<file path="src/rtl/netlist_bist_harness_if.sv">
// netlist_bist_harness_if: pad-ring side signals of the netlist BIST harness
interface netlist_bist_harness_if #(
  parameter int N_IN  = 11,
  parameter int N_OUT = 17
);
  logic             start;
  logic             abort;
  logic [N_OUT-1:0] golden;
  logic [N_OUT-1:0] resp;
  logic [N_IN-1:0]  stim;
  logic             dut_reset_n;
  logic             busy;
  logic             done;
  logic             pass;
  logic [N_OUT-1:0] signature;
  modport master (
    output start, abort, golden, resp,
    input  stim, dut_reset_n, busy, done, pass, signature
  );
  modport slave (
    input  start, abort, golden, resp,
    output stim, dut_reset_n, busy, done, pass, signature
  );
endinterface

</file>
<file path="src/rtl/netlist_bist_harness.sv">
// netlist_bist_harness: LFSR stimulus and MISR compaction self-test wrapped around a gate netlist
module netlist_bist_harness #(
  parameter int                N_IN      = 11,
  parameter int                N_OUT     = 17,
  parameter int                LFSR_W    = 16,
  parameter logic [LFSR_W-1:0] LFSR_TAPS = 16'hB400,
  parameter logic [LFSR_W-1:0] SEED      = 16'h0001,
  parameter logic [N_OUT-1:0]  MISR_POLY = 17'h10009,
  parameter int                NUM_PAT   = 256,
  parameter int                LAT       = 0,
  parameter int                RST_CYC   = 4
) (
  input logic                   bertaClock,
  input logic                   global_reset,
  netlist_bist_harness_if.slave bus
);
  localparam logic [LFSR_W-1:0] SEED_EFF = (SEED == '0) ? LFSR_W'(1) : SEED;
  if (N_IN > LFSR_W) begin : g_bad_width
    $error("N_IN must not exceed LFSR_W");
  end
  typedef enum logic [2:0] {IDLE, INIT, RUN, DRAIN, DONE} state_t;
  state_t            state_q, state_d;
  logic [LFSR_W-1:0] lfsr_q, lfsr_d, lfsr_nx;
  logic [N_OUT-1:0]  misr_q, misr_d;
  logic [N_IN-1:0]   stim_q, stim_d;
  logic [15:0]       cnt_q, cnt_d;
  logic [3:0]        lat_q, lat_d;
  logic              dut_rst_n_q, dut_rst_n_d;
  logic              busy_q, busy_d;
  logic              done_q, done_d;
  logic              pass_q, pass_d;
  logic              run, flush, smp;
  assign run     = state_q == RUN;
  assign flush   = bus.abort || (state_q == IDLE);
  assign lfsr_nx = {lfsr_q[LFSR_W-2:0], ^(lfsr_q & LFSR_TAPS)};
  // Valid bits track which edges carry a response that belongs to a RUN pattern
  if (LAT == 0) begin : g_nolat
    assign smp = run;
  end else begin : g_lat
    logic [LAT-1:0] vld_q, vld_d;
    always_comb vld_d = flush ? '0 : LAT'({vld_q, run});
    always_ff @(posedge bertaClock or negedge global_reset)
      if (!global_reset) vld_q <= '0;
      else vld_q <= vld_d;
    assign smp = vld_q[LAT-1];
  end
  always_comb begin
    state_d = state_q;
    lfsr_d  = lfsr_q;
    misr_d  = (smp && !bus.abort)
            ? (({misr_q[N_OUT-2:0], 1'b0} ^ (misr_q[N_OUT-1] ? MISR_POLY : '0)) ^ bus.resp)
            : misr_q;
    stim_d  = stim_q;
    cnt_d   = cnt_q + 16'd1;
    lat_d   = lat_q + 4'd1;
    pass_d  = pass_q;
    if (bus.abort) begin
      state_d = IDLE;
      stim_d  = '0;
      cnt_d   = '0;
      lat_d   = '0;
      pass_d  = 1'b0;
    end else begin
      case (state_q)
        IDLE: begin
          stim_d = '0;
          cnt_d  = '0;
          if (bus.start) begin
            state_d = INIT;
            lfsr_d  = SEED_EFF;
            misr_d  = '0;
            pass_d  = 1'b0;
          end
        end
        INIT: if (cnt_q == 16'(RST_CYC - 1)) begin
          state_d = RUN;
          cnt_d   = '0;
          stim_d  = lfsr_q[N_IN-1:0];
          lfsr_d  = lfsr_nx;
        end
        RUN: begin
          lfsr_d = lfsr_nx;
          stim_d = lfsr_q[N_IN-1:0];
          if (cnt_q == 16'(NUM_PAT - 1)) begin
            state_d = (LAT == 0) ? DONE : DRAIN;
            stim_d  = stim_q;
            lat_d   = '0;
          end
        end
        DRAIN: state_d = (lat_q == 4'(LAT - 1)) ? DONE : DRAIN;
        DONE: begin
          state_d = IDLE;
          stim_d  = '0;
          pass_d  = misr_q == bus.golden;
        end
        default: state_d = IDLE;
      endcase
    end
    dut_rst_n_d = state_d != INIT;
    busy_d      = state_d != IDLE;
    done_d      = state_d == DONE;
  end
  always_ff @(posedge bertaClock or negedge global_reset) begin
    if (!global_reset) begin
      state_q     <= IDLE;
      lfsr_q      <= SEED_EFF;
      misr_q      <= '0;
      stim_q      <= '0;
      cnt_q       <= '0;
      lat_q       <= '0;
      dut_rst_n_q <= 1'b0;
      busy_q      <= 1'b0;
      done_q      <= 1'b0;
      pass_q      <= 1'b0;
    end else begin
      state_q     <= state_d;
      lfsr_q      <= lfsr_d;
      misr_q      <= misr_d;
      stim_q      <= stim_d;
      cnt_q       <= cnt_d;
      lat_q       <= lat_d;
      dut_rst_n_q <= dut_rst_n_d;
      busy_q      <= busy_d;
      done_q      <= done_d;
      pass_q      <= pass_d;
    end
  end
  assign bus.stim        = stim_q;
  assign bus.dut_reset_n = dut_rst_n_q;
  assign bus.busy        = busy_q;
  assign bus.done        = done_q;
  assign bus.pass        = pass_q;
  assign bus.signature   = misr_q;
endmodule

</file>
<file path="src/flat_wrapper.sv">
// flat-port wrapper written by rule: the top's interface ports become plain ports
module netlist_bist_harness_flat 
#(
  parameter int                N_IN      = 11,
  parameter int                N_OUT     = 17,
  parameter int                LFSR_W    = 16,
  parameter logic [LFSR_W-1:0] LFSR_TAPS = 16'hB400,
  parameter logic [LFSR_W-1:0] SEED      = 16'h0001,
  parameter logic [N_OUT-1:0]  MISR_POLY = 17'h10009,
  parameter int                NUM_PAT   = 256,
  parameter int                LAT       = 0,
  parameter int                RST_CYC   = 4
)
  (bertaClock, global_reset, bus_start, bus_abort, bus_golden, bus_resp, bus_stim, bus_dut_reset_n, bus_busy, bus_done, bus_pass, bus_signature);
  netlist_bist_harness_if #(.N_IN(N_IN), .N_OUT(N_OUT)) bus_i ();
  input logic bertaClock;
  input logic global_reset;
  input wire logic [$bits(bus_i.start)-1:0] bus_start;
  input wire logic [$bits(bus_i.abort)-1:0] bus_abort;
  input wire logic [$bits(bus_i.golden)-1:0] bus_golden;
  input wire logic [$bits(bus_i.resp)-1:0] bus_resp;
  output wire logic [$bits(bus_i.stim)-1:0] bus_stim;
  output wire logic [$bits(bus_i.dut_reset_n)-1:0] bus_dut_reset_n;
  output wire logic [$bits(bus_i.busy)-1:0] bus_busy;
  output wire logic [$bits(bus_i.done)-1:0] bus_done;
  output wire logic [$bits(bus_i.pass)-1:0] bus_pass;
  output wire logic [$bits(bus_i.signature)-1:0] bus_signature;
  assign bus_i.start = bus_start;
  assign bus_i.abort = bus_abort;
  assign bus_i.golden = bus_golden;
  assign bus_i.resp = bus_resp;
  assign bus_stim = bus_i.stim;
  assign bus_dut_reset_n = bus_i.dut_reset_n;
  assign bus_busy = bus_i.busy;
  assign bus_done = bus_i.done;
  assign bus_pass = bus_i.pass;
  assign bus_signature = bus_i.signature;
  netlist_bist_harness #(.N_IN(N_IN), .N_OUT(N_OUT), .LFSR_W(LFSR_W), .LFSR_TAPS(LFSR_TAPS), .SEED(SEED), .MISR_POLY(MISR_POLY), .NUM_PAT(NUM_PAT), .LAT(LAT), .RST_CYC(RST_CYC)) u_core (.bertaClock(bertaClock), .global_reset(global_reset), .bus(bus_i));
endmodule
</file>
<file path="config.mk">
export PLATFORM = sky130hd
export DESIGN_NAME = netlist_bist_harness_flat
export DESIGN_NICKNAME = d
export VERILOG_FILES = /design/src/rtl/netlist_bist_harness_if.sv /design/src/rtl/netlist_bist_harness.sv /design/src/flat_wrapper.sv
export SDC_FILE = /design/constraint.sdc
export NUM_CORES = 1
export LEC_CHECK = 0
export CORE_MARGIN = 2
export CORE_UTILIZATION = 45
export CTS_BUF_LIST = sky130_fd_sc_hd__clkbuf_2 sky130_fd_sc_hd__clkbuf_4 sky130_fd_sc_hd__clkbuf_8
export DETAILED_ROUTE_END_ITERATION = 10
export PLACE_DENSITY = 0.74
export SLEW_MARGIN = 25
export SYNTH_ARGS = -nofsm -noshare
export SYNTH_HDL_FRONTEND = slang
export SYNTH_SLANG_ARGS = --single-unit
</file>
<file path="constraint.sdc">
create_clock -name bertaClock -period 1.9 [get_ports bertaClock]
set_input_delay 0.38 -clock bertaClock [delete_from_list [all_inputs] [get_ports bertaClock]]
set_output_delay 0.38 -clock bertaClock [all_outputs]
set_load 0.02 [all_outputs]
</file>
==> results.cfg <==
[setup_path]
crit_path_max_incr_delay_ns = 0.60
crit_buf_inv = 1
critPathSlowestCell = or4_4
end_kind = flop
worstPathRequired_ns = 2.13
path_class = flop to flop
critical-path-top-delay-family = simple AND/OR/NAND/NOR gates
startpoint_type = flop
arrival_ns = 2.24
reg2regPathDepth = 5
path_depth = 5
path_cells = or4_4, nor4_4, buf_6, a21oi_4, mux2_4
crit_fanout = 6

[power]
powerDensity_nw_per_um2 = 651
peakVddDrop_v = 0.000351
p_leak_nw = 2.13

[logic_synthesis]
yosysTopAreaCellShare_pct = 49.2
ys_types = 44
ys_top_cells_by_count = dfrtp_1 (70), xnor2_1 (38), nor2_1 (30), nor3_1 (27)
synth_edf_count = 0
synth_area_per_cell_um2 = 10.6
synth.cell_area_um2 = 3560
async_reset_ff_share_pct = 100
syn_nets = 376
synthTopCellsByArea = dfrtp_1 (49%), xnor2_1 (9.3%), xor2_1 (4.4%)
synth-seq-cells = 71
post-synth-top-count-cell = dfrtp_1
synth_cells = 336
yosysWarnings = 0
ys_seq_area_share_pct = 49.9
synth_flop_cell = dfrtp_1
yosys.area.top_type = dfrtp_1

[timing]
hold_viol = 0
rsz0062_at_grt = yes
tightest_slew_ns = 0.592
fmax_ghz = 0.498
skew_ns = 0.0139
fin_crit_sh_pct = 106
setup_viol = 28
finalWorstSetupSlack_ns = -0.107
period_minus_slack_ns = 2.01
slew_violations = 0
relSlewSlack_pct = 60.2

[cells_and_area]
finish.utilization_pct = 65.6
layout-drive-gt1-share_pct = 20.1
postLayoutCellArea_um2 = 5050
antenna_cells = 0
syn_to_final_growth_pct = 41.7
nets = 487

[placed_design]
port_buffers = 69
place_ws_ns = -0.150
place_congestion = 0.860
placed_area_um2 = 4700
hpwl_um = 5930

[drt]
drtIter0Drc = 128
met2_length_um = 4110
top_layer = met4
met1Wirelength_um = 3840
drt_pre_antenna_iters = 4
wl_per_cell_um = 15.3
ant_nets = 0
drcViolationCount = 0
drt-total-wl_um = 8460
met3WireLength_um = 409
vias = 2910
via_per_inst = 5.25

[grt]
grt_pass1_vias = 3049
grt_overflow_total = 0
grt_pass1_wl_um = 14500
grt_usage_pct = 21.1
antenna_found_initial = 0
grt_max_degree = 72

[floorplan]
rows = 32
start_util_pct = 46.3
die_w_um = 93.0
die_y_um = 93.0
boundaryPins = 70
die_area_um2 = 8640
fp.coreArea_um2 = 7690

[clock_network]
clkTransAtPathRegs_ns = 0.09
numCtsBuffers = 9
cts_tree = yes
cts_max_level = 3
clockRootBuffer = clkbuf_8
clock_sinks = 71
clk_latency_ns = 0.35
clockBufferDepth = 2

[flow_run]
cap_violations = 0

[run_status]
violations = negative setup slack
status = finished, violations left

[hold_path]
hold_class = input pin to asynchronous set/reset pin
## metrics by stage
step	hold WS, ns	total power, mW	TNS (ns)	cells
final	0.0326	3.28	-1.42	554
after global routing	0.0500	3.41	-3.28	554
after CTS	0.0501	3.29	-1.17	554
after detailed placement	0.432	1.91	-3.58	532
after global placement	0.430	1.91	-2.12	532
after floorplan	0.0844	1.72	-2.05	336
## per-layer routing
layer  vias to the layer above  GRT usage, %
li1                       1419             -
met1                      1406          28.1
met2                        75          34.0
met3                        10          5.45
met4                         0          6.00
met5                         -             0
## power by group
group | switching [mW] | leakage (nW) | internal, mW
registers | 0.0213 | 0.978 | 1.54
logic | 0.158 | 1.03 | 0.177
clock network | 0.632 | 0.114 | 0.755
total | 0.812 | 2.13 | 2.47
## worst paths after layout
check | startpoint | endpoint | slack [ns]
min reg2reg | u_core.lat_q[0]$_DFF_PN0_ | u_core.lat_q[0]$_DFF_PN0_ | 0.47
min | global_reset | u_core.bus.stim[4]$_DFFE_PN0P_ | 0.03
max reg2reg | u_core.cnt_q[13]$_DFF_PN0_ | u_core.lfsr_q[15]$_DFFE_PN0P_ | -0.11
min in group bertaClock | u_core.lat_q[0]$_DFF_PN0_ | u_core.lat_q[0]$_DFF_PN0_ | 0.47
max | u_core.cnt_q[13]$_DFF_PN0_ | u_core.lfsr_q[15]$_DFFE_PN0P_ | -0.11
max in group asynchronous | global_reset | u_core.lfsr_q[0]$_DFFE_PN1P_ | 1.55
## registers in the layout, summed over array words and instances, names as in the netlist
signal and count:
u_core.bus.busy 1, u_core.bus.done 1, u_core.bus.dut_reset_n 1, u_core.bus.pass 1
u_core.bus.signature 17, u_core.bus.stim 11, u_core.cnt_q 16, u_core.lat_q 4
u_core.lfsr_q 16, u_core.state_q 3
## area by class of cell
class,count,area (um2)
multi-input cells,235,1750
clock buffers,9,124
repair buffers,117,1110
inverters,13,48.8
clock inverters,7,104
fillers,613,2640
flip-flops and latches,71,1780
well taps,102,128
## cell usage in the layout (no fill, tap or decap), types with 2 or more instances in the layout
master / Yosys / layout
dfrtp_1: 70 / 70
or4_4: 2 / 2
inv_6: 0 / 2
nand4_1: 7 / 7
a211oi_1: 17 / 15
a21oi_4: 0 / 2
nor2_1: 30 / 30
xor2_1: 18 / 18
buf_12: 0 / 4
nor4_4: 1 / 3
a22o_1: 11 / 11
a21oi_1: 3 / 3
o21bai_1: 2 / 2
inv_1: 13 / 13
nand4b_1: 2 / 2
mux2_2: 6 / 5
clkinv_4: 0 / 3
clkbuf_8: 0 / 9
a211oi_2: 0 / 2
mux2_4: 2 / 3
nand3_1: 8 / 8
nor4_2: 1 / 2
nor4_1: 11 / 8
buf_6: 2 / 4
bufinv_16: 0 / 2
mux2i_1: 8 / 8
buf_4: 0 / 40
clkdlybuf4s50_1: 0 / 68
xnor2_1: 38 / 38
nor3_1: 27 / 26
nor3b_1: 4 / 4
nand2_1: 18 / 18
## logic make-up (layout without fill, tap and decap cells)
logic type,after synthesis,in the layout,share of synthesized area [%]
XOR/XNOR,56,56,13.8
flip-flops,71,71,49.9
adder cells (fa/ha/maj),2,2,0.703
buffers and inverters,31,146,3.79
AO/OA/AOI/OAI,41,42,8.96
AND/OR/NAND/NOR,119,119,17.9
multiplexers,16,16,4.99
## repair_timing
| item | 4_1_cts | 5_1_grt |
|---|---|---|
| gates cloned | 1 | 0 |
| setup buffers | 5 | 1 |
| pin swaps | 6 | 4 |
| gates resized for setup | 6 | 7 |
| hold buffers | 0 | 0 |
| setup endpoints to repair | 27 | 51 |
(Power assumes the default switching activity.)
